## src/rtl/rvh_l1d_pkg.sv

```systemverilog
// rtl/rvh_l1d_pkg.sv - load-response field widths and packed metadata/refill types.
package rvh_l1d_pkg;

    localparam int LD_REQ_TYPE_DEC_WIDTH   = 14;
    localparam int ROB_TAG_WIDTH           = 4;
    localparam int PREG_TAG_WIDTH          = 4;
    localparam int RRV64_LSU_ID_WIDTH      = 12;
    localparam int L1D_BANK_OFFSET_WIDTH   = 6;
    localparam int L1D_BANK_LINE_DATA_SIZE = 512;

    typedef struct packed {
        logic [LD_REQ_TYPE_DEC_WIDTH-1:0] req_type_dec;
        logic [ROB_TAG_WIDTH-1:0]         rob_tag;
        logic [PREG_TAG_WIDTH-1:0]        prd;
        logic [RRV64_LSU_ID_WIDTH-1:0]    lsu_tag;
        logic [L1D_BANK_OFFSET_WIDTH-1:0] offset;
    } ld_resp_meta_t;

    localparam int LD_RESP_META_WIDTH = $bits(ld_resp_meta_t);

    typedef struct packed {
        ld_resp_meta_t                      meta;
        logic [L1D_BANK_LINE_DATA_SIZE-1:0] line;
    } refill_entry_t;

endpackage

```

## src/rtl/rvh_l1d_resp_refill_fifo.sv

```systemverilog
// rtl/rvh_l1d_resp_refill_fifo.sv - refill replay queue; ready reflects the post-pop occupancy.
module rvh_l1d_resp_refill_fifo
    import rvh_l1d_pkg::*;
#(
    parameter int DEPTH = 2
) (
    input  logic          clk,
    input  logic          rst,
    input  logic          push_vld,
    input  refill_entry_t push_data,
    output logic          push_rdy,
    input  logic          pop,
    output logic          head_vld,
    output refill_entry_t head_data
);

    localparam int PTR_W = (DEPTH > 1) ? $clog2(DEPTH) : 1;
    localparam int CNT_W = $clog2(DEPTH + 1);

    refill_entry_t    mem [DEPTH];
    logic [PTR_W-1:0] wr_ptr;
    logic [PTR_W-1:0] rd_ptr;
    logic [CNT_W-1:0] count;
    logic             do_push;

    function automatic logic [PTR_W-1:0] ptr_inc(input logic [PTR_W-1:0] p);
        return (p == PTR_W'(DEPTH - 1)) ? '0 : p + 1'b1;
    endfunction

    // A slot freed by this cycle's pop may be refilled in the same cycle.
    assign push_rdy  = (count != CNT_W'(DEPTH)) || pop;
    assign do_push   = push_vld && push_rdy;
    assign head_vld  = (count != '0);
    assign head_data = mem[rd_ptr];

    always_ff @(posedge clk or negedge rst) begin
        if (!rst) begin
            wr_ptr <= '0;
            rd_ptr <= '0;
            count  <= '0;
        end else begin
            if (do_push) wr_ptr <= ptr_inc(wr_ptr);
            if (pop)     rd_ptr <= ptr_inc(rd_ptr);
            case ({do_push, pop})
                2'b10:   count <= count + 1'b1;
                2'b01:   count <= count - 1'b1;
                default: count <= count;
            endcase
        end
    end

    always_ff @(posedge clk) begin
        if (do_push) mem[wr_ptr] <= push_data;
    end

endmodule

```

## src/rtl/rvh_l1d_ld_resp_sched.sv

```systemverilog
// rtl/rvh_l1d_ld_resp_sched.sv - arbitrates load-pipe hits against queued refills onto the response path.
// Define RVH_L1D_RESP_STARVE_GUARD_EN to enable the refill starvation guard (pipe stall request).
module rvh_l1d_ld_resp_sched
    import rvh_l1d_pkg::*;
#(
    parameter int STARVE_MAX = 4,
    parameter int RQ_DEPTH   = 2
) (
    input  logic                               clk,
    input  logic                               rst,
    input  logic                               pipe_vld_i,
    input  logic [LD_RESP_META_WIDTH-1:0]      pipe_meta_i,
    input  logic                               refill_vld_i,
    output logic                               refill_rdy_o,
    input  logic [LD_RESP_META_WIDTH-1:0]      refill_meta_i,
    input  logic [L1D_BANK_LINE_DATA_SIZE-1:0] refill_line_i,
    output logic                               pipe_stall_o,
    output logic                               resp_valid_o,
    output logic                               refill_valid_o,
    output logic [LD_RESP_META_WIDTH-1:0]      resp_meta_o,
    output logic [L1D_BANK_LINE_DATA_SIZE-1:0] resp_line_o
);

    refill_entry_t push_data;
    refill_entry_t head_data;
    logic          head_vld;
    logic          pipe_win;
    logic          head_win;

    assign push_data.meta = ld_resp_meta_t'(refill_meta_i);
    assign push_data.line = refill_line_i;

    rvh_l1d_resp_refill_fifo #(
        .DEPTH (RQ_DEPTH)
    ) u_refill_fifo (
        .clk       (clk),
        .rst       (rst),
        .push_vld  (refill_vld_i),
        .push_data (push_data),
        .push_rdy  (refill_rdy_o),
        .pop       (head_win),
        .head_vld  (head_vld),
        .head_data (head_data)
    );

    // The pipe cannot be backpressured, so it always wins when present.
    assign pipe_win = pipe_vld_i;
    assign head_win = !pipe_vld_i && head_vld;

`ifdef RVH_L1D_RESP_STARVE_GUARD_EN
    localparam int SW = (STARVE_MAX > 0) ? $clog2(STARVE_MAX + 1) : 1;

    logic [SW-1:0] starve_cnt;

    always_ff @(posedge clk or negedge rst) begin
        if (!rst) begin
            starve_cnt <= '0;
        end else if (head_win || !head_vld) begin
            starve_cnt <= '0;
        end else if (pipe_win && (starve_cnt != SW'(STARVE_MAX))) begin
            starve_cnt <= starve_cnt + 1'b1;
        end
    end

    assign pipe_stall_o = (starve_cnt == SW'(STARVE_MAX)) && head_vld;
`else
    assign pipe_stall_o = 1'b0;
`endif

    always_ff @(posedge clk or negedge rst) begin
        if (!rst) begin
            resp_valid_o   <= 1'b0;
            refill_valid_o <= 1'b0;
            resp_meta_o    <= '0;
            resp_line_o    <= '0;
        end else begin
            resp_valid_o   <= pipe_win || head_win;
            refill_valid_o <= head_win;
            if (pipe_win) begin
                resp_meta_o <= pipe_meta_i;
            end else if (head_win) begin
                resp_meta_o <= head_data.meta;
            end
            // The line only carries refill data; pipe hits leave it untouched.
            if (head_win) resp_line_o <= head_data.line;
        end
    end

endmodule
```

## config.mk

```make
export PLATFORM = sky130hd
export DESIGN_NAME = rvh_l1d_ld_resp_sched
export DESIGN_NICKNAME = d
export VERILOG_FILES = /design/src/rtl/rvh_l1d_pkg.sv /design/src/rtl/rvh_l1d_resp_refill_fifo.sv /design/src/rtl/rvh_l1d_ld_resp_sched.sv
export SDC_FILE = /design/constraint.sdc
export NUM_CORES = 2
export LEC_CHECK = 0
export CORE_AREA = 3 3 450 452
export DETAILED_ROUTE_END_ITERATION = 6
export DIE_AREA = 0 0 453 455
export PLACE_DENSITY = 0.6
export SYNTH_ARGS = -nofsm -noshare
export SYNTH_HDL_FRONTEND = slang
export SYNTH_SLANG_ARGS = --single-unit
```

## constraint.sdc

```tcl
create_clock -name clk -period 43.3 [get_ports clk]
set_input_delay 4.33 -clock clk [delete_from_list [all_inputs] [get_ports clk]]
set_output_delay 4.33 -clock clk [all_outputs]
set_load 0.01 [all_outputs]
```

==> impl_metrics.py <==
metrics = {
    "power": {
        "comb_power_share_pct": 30.3,
        "p_int_mw": 3.834,
        "switching_power_mw": 1.799,
        "finalPower_mw": 5.634,
        "leakage_nw": 30.14,
        "power.share.clock_pct": 26.7,
        "p_per_area_nw_per_um2": 71.19,
        "vdd_drop_max_uv": 38.99,
        "switching_share_pct": 31.94,
        "seq_power_share_pct": 43.0,
    },
    "timing": {
        "fin_skew_ns": 0.05371,
        "setup_tns_ns": 0,
        "grt_setup_unrepaired": "no",
        "whs_ns": 0.4739,
        "worst_slew_pin_slew_ns": 1.226,
        "period_needed_ns": 10.22,
        "setup_violations": 0,
        "fmax_mhz": 97.87,
        "min_period_over_period_pct": 23.60,
        "slew_violations": 0,
        "finalHoldViolations": 0,
        "finalWorstSetupSlack_ns": 33.08,
        "slew_headroom_pct": 18.26,
    },
    "clock_network": {
        "h-tree-depth": 4,
        "post_cts_buffers": 0,
        "clk_latency_ns": 0.81,
        "cts_hold_repair.buffers": 0,
        "clock_sinks": 1662,
        "cts_root_buf": "clkbuf_16",
        "path_clk_slew_ns": 0.06,
        "clk_path_buf_depth": 3,
        "tritoncts": "yes",
        "cts_resized": 0,
        "cts_made_buffers": 176,
    },
    "flow_run": {
        "maxCapViolations": 0,
    },
    "detailed_routing": {
        "antenna_left": 0,
        "viasPerCell": 4.437,
        "drc": 0,
        "dr_total_vias": 33690,
        "wl_per_cell_um": 22.49,
        "wl_mm": 170.7,
        "drtIter0Drc": 2625,
        "dr.pass1.iters": 6,
    },
    "yosys": {
        "syn_inst": 3576,
        "synth_nets": 4172,
        "synth_seq_cells": 1662,
        "post_synth.cell_area_avg_um2": 16.53,
        "syn-cell-area_um2": 59100,
        "ys_seq_area_share_pct": 79.72,
        "ys_warn_count": 0,
        "ys_types": 27,
    },
    "critical_path": {
        "crit_required_ns": 38.97,
        "critical_path_class": "in -> out",
        "crit_fanout": 88,
        "cp-end-kind": "output port",
        "r2r-end": "resp_line_o[31]",
        "crit_start": "pipe_vld_i",
        "r2r_start": "u_refill_fifo.count[1]",
        "cp.arrival_ns": 5.89,
        "worstSetupStartpointType": "input pin",
        "rr_worst_depth": 7,
        "reg2reg_slack_ns": 38.26,
    },
    "die": {
        "fp.dieW_um": 453,
        "initial_core_util_pct": 29.66,
        "row_count": 164,
        "ios": 1152,
        "die_area_um2": 206100,
        "dieHeight_um": 455,
        "core_area_um2": 199200,
    },
    "grt": {
        "use_met2_pct": 26.62,
        "grt_use_met1_pct": 18.92,
        "top_usage_layer": "met2",
        "grt.total_usage_pct": 15.94,
        "antenna_found_initial": 46,
        "grt_max_degree": 237,
        "grt_overflow": 0,
        "met3_usage_pct": 5.085,
        "grt_pass1_wl_mm": 240.4,
        "grt_pass1_vias": 33960,
    },
    "placement": {
        "placed_cell_area_um2": 73220,
        "port-buffer-count": 1150,
        "gp_congestion": 0.8885,
        "post-dp-hpwl_mm": 119.5,
        "place_worst_setup_slack_ns": 33.14,
    },
    "cells_and_area": {
        "final_cell_mix": "clkdlybuf4s50_1, edfxtp_1, dfrtp_1, mux2i_1, nand2_1",
        "final_area_um2": 79130,
        "final_nets": 5350,
        "areaGrowthSynthToFinish_pct": 33.90,
        "layout_commonest_cell": "clkdlybuf4s50_1",
        "layout-drive-gt1-share_pct": 6.500,
    },
    "worst_hold_path": {
        "holdPathStages": 2,
        "hold_end": "resp_line_o[506]",
        "hp-class": "reg -> reg",
        "hp-start": "resp_line_o[506]",
    },
    "run_status": {
        "run_status": "complete, no violations",
    },
}
-- synth_stat cells --
master    number  area [um^2]
or2_2          1        6.260
a21oi_1        2        10.01
o21bai_4       1        18.77
inv_2          1        3.750
mux2i_1      552         5525
or3_1          1        6.260
edfxtp_1    1104        33150
o21ai_1      220         1101
conb_1         1        3.750
nor2_1         2        7.510
o21ai_0      293         1466
and4_1         1        8.760
buf_8          3        45.04
buf_2         98        490.5
clkbuf_1      63        236.5
nor2b_1        1        6.260
nand2_1      513         1926
and3_1         1        6.260
nor3_1        40        200.2
xnor2_1        3        26.28
nand3b_1       1        7.510
buf_4          2        15.01
inv_1         41        153.9
buf_6         31        349.1
a221oi_1      40        350.3
a211oi_1       2        15.01
dfrtp_1      558        13960
-- layout make-up --
| class | instances | area, um^2 |
|---|---|---|
| inverter | 42 | 157.7 |
| antenna | 29 | 72.57 |
| sequential | 1662 | 47120 |
| clock buffer | 243 | 4837 |
| timing repair buffer | 1197 | 11910 |
| tap | 2656 | 3323 |
| fill | 18310 | 120100 |
| clock inverter | 89 | 1006 |
| multi-input combinational | 1675 | 10700 |
-- power by group through the flow --
stage / logic, mW / clock network [mW] / registers [mW]
final: 1.71 / 1.50 / 2.42
after global routing: 1.85 / 1.61 / 2.47
after CTS: 1.75 / 1.55 / 2.42
after detailed placement: 1.75 / 0 / 2.45
after global placement: 1.73 / 0 / 2.43
after floorplan: 0.708 / 0 / 2.71
-- through the flow --
| stage | utilization, % | std cells |
|---|---|---|
| detailed placement | 36.75 | 7232 |
| CTS | 39.68 | 7564 |
| global route | 39.71 | 7590 |
| finish | 39.72 | 7593 |
| floorplan | - | 3576 |
| global placement | 36.75 | 7232 |
-- worst max-delay path by stage --
stage | endpoint | cells past startpoint
2_1_floorplan | u_refill_fifo.mem[0][0] | 4
3_3_place_gp | refill_rdy_o | 4
3_5_place_dp | refill_rdy_o | 4
4_1_cts | refill_rdy_o | 4
5_1_grt | refill_rdy_o | 4
6_report | refill_rdy_o | 4
-- registers in the layout (all words and copies together) (netlist names) --
signal / flops
resp_valid_o: 1
refill_valid_o: 1
u_refill_fifo.count: 2
resp_meta_o: 40
u_refill_fifo.wr_ptr: 1
u_refill_fifo.rd_ptr: 1
resp_line_o: 512
u_refill_fifo.mem: 1104
-- metal layers --
layer | vias to the layer above | share of wire [%]
met2 | 1027 | 50
met1 | 16840 | 39
met3 | 290 | 7.2
met5 | - | 0.020
met4 | 6 | 3.7
li1 | 15520 | -
-- logic make-up (layout without fill, tap and decap cells) --
logic type,after synthesis,in the layout,share of synthesized area (%)
buf+inv,239,1571,2.189
compound gates,558,558,5.011
mux,552,552,9.349
xor+xnor,3,3,0.04447
simple gates,561,561,3.680
flops,1662,1662,79.72
other cells,1,30,0.006345
-- worst max-delay path, stage by stage --
cell and delay (ns):
buf_2 0.07, buf_4 0.64, nand3b_1 0.26, clkdlybuf4s50_1 0.56
No activity file was read; power rests on OpenSTA's default activity.
